$ cat config.mk
export PLATFORM = sky130hd
export DESIGN_NAME = lsu
export DESIGN_NICKNAME = d
export VERILOG_FILES = /design/src/rtl/lsu.sv
export SDC_FILE = /design/constraint.sdc
export NUM_CORES = 1
export LEC_CHECK = 0
export BUFFER_PORTS_ARGS = -buffer_cell sky130_fd_sc_hd__buf_2
export CORE_MARGIN = 1
export CORE_UTILIZATION = 40
export DETAILED_ROUTE_END_ITERATION = 16
export PLACE_DENSITY_LB_ADDON = 0.2
export SLEW_MARGIN = 20
export SYNTH_ARGS = -nofsm -noshare
export SYNTH_HDL_FRONTEND = slang
export SYNTH_SLANG_ARGS = --single-unit
$ cat constraint.sdc
create_clock -name clk -period 3.63 [get_ports clk]
set_input_delay 0 -clock clk [delete_from_list [all_inputs] [get_ports clk]]
set_output_delay 0 -clock clk [all_outputs]
set_load 0.01 [all_outputs]
$ cat src/rtl/lsu.sv
// Load/store unit: turns a single-cycle store or load request from execute
// into one req/gnt/rvalid data-bus transaction and stalls the pipeline
// through hold_flag_o until the access finishes or is aborted by timeout.
//
// Handshake: bus_req_o and the latched command fields stay stable from the
// first REQ cycle until a cycle where bus_gnt_i is high; that cycle is the
// transfer. For reads, bus_rvalid_i/bus_rdata_i are sampled only in WAIT_R,
// which starts the cycle after the grant.
module lsu #(
    parameter int TIMEOUT = 16,
    parameter int ADDR_W  = 32
) (
    input  logic              clk,
    input  logic              rst,
    input  logic              mem_wr_req_i,
    input  logic [3:0]        mem_wr_sel_i,
    input  logic [31:0]       mem_wr_addr_i,
    input  logic [31:0]       mem_wr_data_i,
    input  logic              mem_rd_req_i,
    input  logic [31:0]       mem_rd_addr_i,
    output logic [31:0]       mem_rd_data_o,
    output logic              mem_rd_valid_o,
    output logic              hold_flag_o,
    output logic              err_o,
    output logic              bus_req_o,
    output logic              bus_we_o,
    output logic [ADDR_W-1:0] bus_addr_o,
    output logic [3:0]        bus_sel_o,
    output logic [31:0]       bus_wdata_o,
    input  logic              bus_gnt_i,
    input  logic              bus_rvalid_i,
    input  logic [31:0]       bus_rdata_i,
    output logic [1:0]        dbg_state
);

    typedef enum logic [1:0] {
        IDLE   = 2'd0,
        REQ    = 2'd1,
        WAIT_R = 2'd2,
        DONE   = 2'd3
    } state_t;

    state_t      state;
    state_t      state_next;
    logic [7:0]  cnt;
    logic        at_limit;
    logic        abort;
    logic        hold;
    logic        req_any;
    logic [31:0] sel_addr;

    assign req_any   = mem_wr_req_i | mem_rd_req_i;
    assign at_limit  = (cnt == 8'(TIMEOUT - 1));
    // The write wins when both requests are present.
    assign sel_addr  = mem_wr_req_i ? mem_wr_addr_i : mem_rd_addr_i;
    // Reset forces the stall off even though the request may still be high.
    assign hold_flag_o = hold & ~rst;
    assign dbg_state   = state;

    // State register.
    always_ff @(posedge clk or posedge rst) begin
        if (rst) state <= IDLE;
        else     state <= state_next;
    end

    // Next state, stall request and timeout abort decision.
    always_comb begin
        state_next = state;
        hold       = 1'b0;
        abort      = 1'b0;
        case (state)
            IDLE: begin
                if (req_any) begin
                    hold       = 1'b1;
                    state_next = REQ;
                end
            end
            REQ: begin
                hold = 1'b1;
                // A grant completes a write; a read still needs rvalid, so a
                // grant in the last allowed cycle does not save a read.
                if (bus_we_o && bus_gnt_i) begin
                    state_next = DONE;
                end else if (at_limit) begin
                    abort      = 1'b1;
                    state_next = DONE;
                end else if (bus_gnt_i) begin
                    state_next = WAIT_R;
                end
            end
            WAIT_R: begin
                hold = 1'b1;
                if (bus_rvalid_i) begin
                    state_next = DONE;
                end else if (at_limit) begin
                    abort      = 1'b1;
                    state_next = DONE;
                end
            end
            DONE: begin
                state_next = IDLE;
            end
            default: state_next = IDLE;
        endcase
    end

    // Cycles spent in REQ+WAIT_R; zero whenever outside those states.
    always_ff @(posedge clk or posedge rst) begin
        if (rst) begin
            cnt <= 8'd0;
        end else if (state == REQ || state == WAIT_R) begin
            cnt <= cnt + 8'd1;
        end else begin
            cnt <= 8'd0;
        end
    end

    // Bus command latch, read-data capture and one-cycle DONE strobes.
    always_ff @(posedge clk or posedge rst) begin
        if (rst) begin
            mem_rd_data_o  <= 32'd0;
            mem_rd_valid_o <= 1'b0;
            err_o          <= 1'b0;
            bus_req_o      <= 1'b0;
            bus_we_o       <= 1'b0;
            bus_addr_o     <= '0;
            bus_sel_o      <= 4'd0;
            bus_wdata_o    <= 32'd0;
        end else begin
            mem_rd_valid_o <= 1'b0;
            err_o          <= 1'b0;
            case (state)
                IDLE: begin
                    if (req_any) begin
                        bus_req_o   <= 1'b1;
                        bus_we_o    <= mem_wr_req_i;
                        bus_addr_o  <= {sel_addr[ADDR_W-1:2], 2'b00};
                        bus_sel_o   <= mem_wr_req_i ? mem_wr_sel_i : 4'b1111;
                        bus_wdata_o <= mem_wr_data_i;
                    end
                end
                REQ: begin
                    if (abort) begin
                        bus_req_o     <= 1'b0;
                        mem_rd_data_o <= 32'd0;
                        err_o         <= 1'b1;
                    end else if (bus_gnt_i) begin
                        bus_req_o <= 1'b0;
                    end
                end
                WAIT_R: begin
                    if (bus_rvalid_i) begin
                        mem_rd_data_o  <= bus_rdata_i;
                        mem_rd_valid_o <= 1'b1;
                    end else if (abort) begin
                        mem_rd_data_o <= 32'd0;
                        err_o         <= 1'b1;
                    end
                end
                default: ;
            endcase
        end
    end

endmodule
==> run_results.csv <==
group,metric,value,unit
outcome,status,"complete, no violations",
drt,drt_wl_total,13.1,mm
drt,antenna_violating_nets_left,0,
drt,drc,0,
timing,clock-skew-final,0.00789,ns
drt,routedWlPerCell,15.1,µm
pwr,clock_share_of_power,18.6,%
timing,timing_max_transition_violations_final,0,
job,cap_violations,0,
worst_setup_path,worst_setup_path_startpoint,"dbg_state[1]$_DFFE_PP0P_",
pwr,powerDensity,711,nW/µm²
clocking,postCtsSetupRepairBufs,0,
pwr,power_switching_share,35.2,%
timing,max_freq,491,MHz
worst_setup_path,timing.setup.critical_path_class,"reg2out",
pwr,share_comb_of_total_power,41.5,%
yosys,ys_warn_count,0,
worst_hold_path,worstHoldStart,"mem_wr_addr_i[20]",
drt,detailroute.via_count,4156,
floorplanning,design.core.area,11100,µm²
floorplanning,die_w,110,µm
floorplanning,placementRows,38,
placed_design,gpl.final_weighted_congestion,0.741,
pwr,internal_power,3.44,mW
worst_setup_path,crit_path_start_kind,"flop",
clocking,clock_tree.buffer_depth,2,
final_layout,mostFrequentLayoutCell,"sky130_fd_sc_hd__buf_2",
worst_setup_path,critical_path.reg2reg.startpoint,"dbg_state[0]$_DFFE_PP0P_",
grt,antenna_violations_before_repair,0,
worst_hold_path,min_path_type,"in2reg",
worst_setup_path,endpoint_of_the_worst_register_to_register_path,"bus_wdata_o[30]$_DFFE_PP0P_",
floorplanning,area_of_the_die,12000,µm²
timing,report.final.hold_viol_count,0,
clocking,cts.clk_slew.worst_paths,0.07,ns
yosys,synthArstFlopShare,100,%
final_layout,final_cells,867,
timing,rsz0062_at_grt,"false",
worst_setup_path,cp_data_arrival_time,2.03,ns
worst_hold_path,whs_path_depth,3,
timing,worst_slack,1.60,ns
drt,drtPass1Iterations,4,
timing,tightestPinTransition,0.643,ns
timing,fin_hold_ws,0.000729,ns
final_layout,layout-area-overhead-vs-synth,61.1,%
final_layout,multi_input_area,1680,µm²
pwr,ir_worst_vdd,0.459,mV
clocking,cts_root_buffer,"sky130_fd_sc_hd__clkbuf_16",
worst_setup_path,endpoint_kind,"output port",
worst_hold_path,worstHoldEndpoint,"bus_addr_o[20]$_DFFE_PP0P_",
drt,drt-vias-per-instance,4.79,
clocking,htree_num_levels,3,
timing,fin_crit_sh,56.1,%
floorplanning,floorplan.initialDensity,41.9,%
final_layout,fin_nets,867,
yosys,synth.ff_latch_count,112,
placed_design,numPlacedInstances,726,
grt,global_route.usage.total,21.6,%
pwr,power.share.sequential,39.9,%
final_layout,register_area,2800,µm²
clocking,cts_sinks,112,
grt,grt_max_degree,94,
yosys,average_instance_area_after_synthesis,12.7,µm²
pwr,report.power.total,5.32,mW
grt,grt.overflow.total,0,
clocking,worst_skew_pair.late_latency,0.34,ns
grt,grt_pass1_vias,4212,
timing,fin_tns_setup,0,ns
yosys,synthesis.area,4650,µm²
yosys,synth-main-ff-cell,"sky130_fd_sc_hd__dfrtp_1",
placed_design,detailedPlacementHpwl,7.96,mm
floorplanning,height_of_the_chip,110,µm
worst_setup_path,regToRegSetupSlack,1.66,ns
yosys,ys_types,40,
final_layout,n_antenna_cell,0,
floorplanning,io_pins,245,
worst_setup_path,worst-path-max-fanout,93,
final_layout,fill_cells,816,
drt,first_iter_violations,224,
final_layout,layout_cell_share_with_drive_strength_beyond_1,41.0,%
clocking,cts-buffers-inserted,9,
clocking,cts.repair.resized,0,
yosys,synth_enable_flop_cells,0,
clocking,tritoncts,"yes",
timing,timing.slew.headroom,57.1,%
grt,first_pass_grt_wire_length,20.0,mm
timing,timing.final.setup_violations,0,
placed_design,place.port_buffers,238,
placed_design,pre_cts_slack,1.40,ns
timing,layout_min_cycle_time,2.03,ns
worst_setup_path,worst_ep_required_time,3.63,ns
yosys,yosysSeqAreaShare,60.3,%
pwr,switchingPower,1.87,mW
yosys,syn_inst,366,
final_layout,most-common-layout-cells,"sky130_fd_sc_hd__buf_2, sky130_fd_sc_hd__dlygate4sd3_1, sky130_fd_sc_hd__dfrtp_1, sky130_fd_sc_hd__nand2_1, sky130_fd_sc_hd__o21ai_0",
pwr,static-leakage-power,3.84,nW
worst_setup_path,worstRegToRegCells,5,
area by class of cell:
type,count,area share (%)
clock buffer,11,3.24
inverter,6,0.334
sequential,112,37.5
tap,140,2.34
timing repair buffer,369,33.4
clock inverter,4,0.736
multi-input combinational,225,22.5
kinds of logic after synthesis:
logic type	share of synthesized area [%]
compound gates	12.6
xor+xnor	0.754
fa+ha+maj	1.62
buf+inv	3.85
flops	60.3
mux	14.4
other cells	0.0807
simple gates	6.30
Yosys cell counts (4+ instances only):
library cell,n,share of area (%)
sky130_fd_sc_hd__mux2_2,32,7.8
sky130_fd_sc_hd__nor2b_1,4,0.54
sky130_fd_sc_hd__nor2_1,7,0.57
sky130_fd_sc_hd__ha_1,6,1.6
sky130_fd_sc_hd__mux2i_1,31,6.7
sky130_fd_sc_hd__nand2_1,40,3.2
sky130_fd_sc_hd__a22o_1,30,5.7
sky130_fd_sc_hd__inv_1,5,0.40
sky130_fd_sc_hd__buf_2,6,0.65
sky130_fd_sc_hd__dfrtp_1,112,60
sky130_fd_sc_hd__clkbuf_1,9,0.73
sky130_fd_sc_hd__o21ai_0,40,4.3
per-layer routing:
layer	up-vias	GRT usage, %	part of all wire [%]
li1	1988	-	-
met1	1980	25.9	42
met2	174	37.6	49
met3	14	5.93	7.8
met4	0	6.48	1.2
met5	-	0	0
worst max-delay path, cell delays in order, from the launching register on:
cell and delay [ns]:
sky130_fd_sc_hd__dfrtp_1 0.42, sky130_fd_sc_hd__inv_1 0.16, sky130_fd_sc_hd__ha_1 0.32, sky130_fd_sc_hd__o21ai_4 0.15
sky130_fd_sc_hd__buf_12 0.22, sky130_fd_sc_hd__a211oi_1 0.26, sky130_fd_sc_hd__buf_2 0.17
how the worst max path moves through the flow:
stage / endpoint / slack (ns) / depth (start not counted)
2_1_floorplan: bus_addr_o[10]$_DFFE_PP0P_ / 0.67 / 1
3_3_place_gp: mem_rd_data_o[30]$_DFFE_PP0P_ / 1.48 / 4
3_5_place_dp: mem_rd_data_o[5]$_DFFE_PP0P_ / 1.40 / 4
4_1_cts: mem_rd_data_o[29]$_DFFE_PP0P_ / 1.38 / 4
5_1_grt: hold_flag_o / 1.39 / 6
6_report: hold_flag_o / 1.60 / 6
power groups by stage:
stage	registers, mW	clock network, mW	logic (mW)
after floorplan	2.39	0	0.967
after global placement	2.10	0	2.05
after detailed placement	2.12	0	2.09
after CTS	2.11	1.01	2.21
after global routing	2.19	1.07	2.44
final	2.12	0.987	2.21
per-stage QoR:
step	instance area (µm²)	util, %
global route	7480	67.6
finish	7480	67.6
detailed placement	5920	53.5
global placement	5920	53.5
CTS	7480	67.5
floorplan	4650	-
state kept, by name (all words and copies together), names as in the netlist, 2 cells and up:
signal	flops
cnt	8
bus_addr_o	30
dbg_state	2
mem_rd_data_o	32
bus_wdata_o	32
bus_sel_o	4
repair_timing:
item                                    CTS  global route
endpoints found under the setup margin    0             0
endpoints found under the hold margin   149             0
hold buffers                            126             0
(Power assumes the default switching activity.)
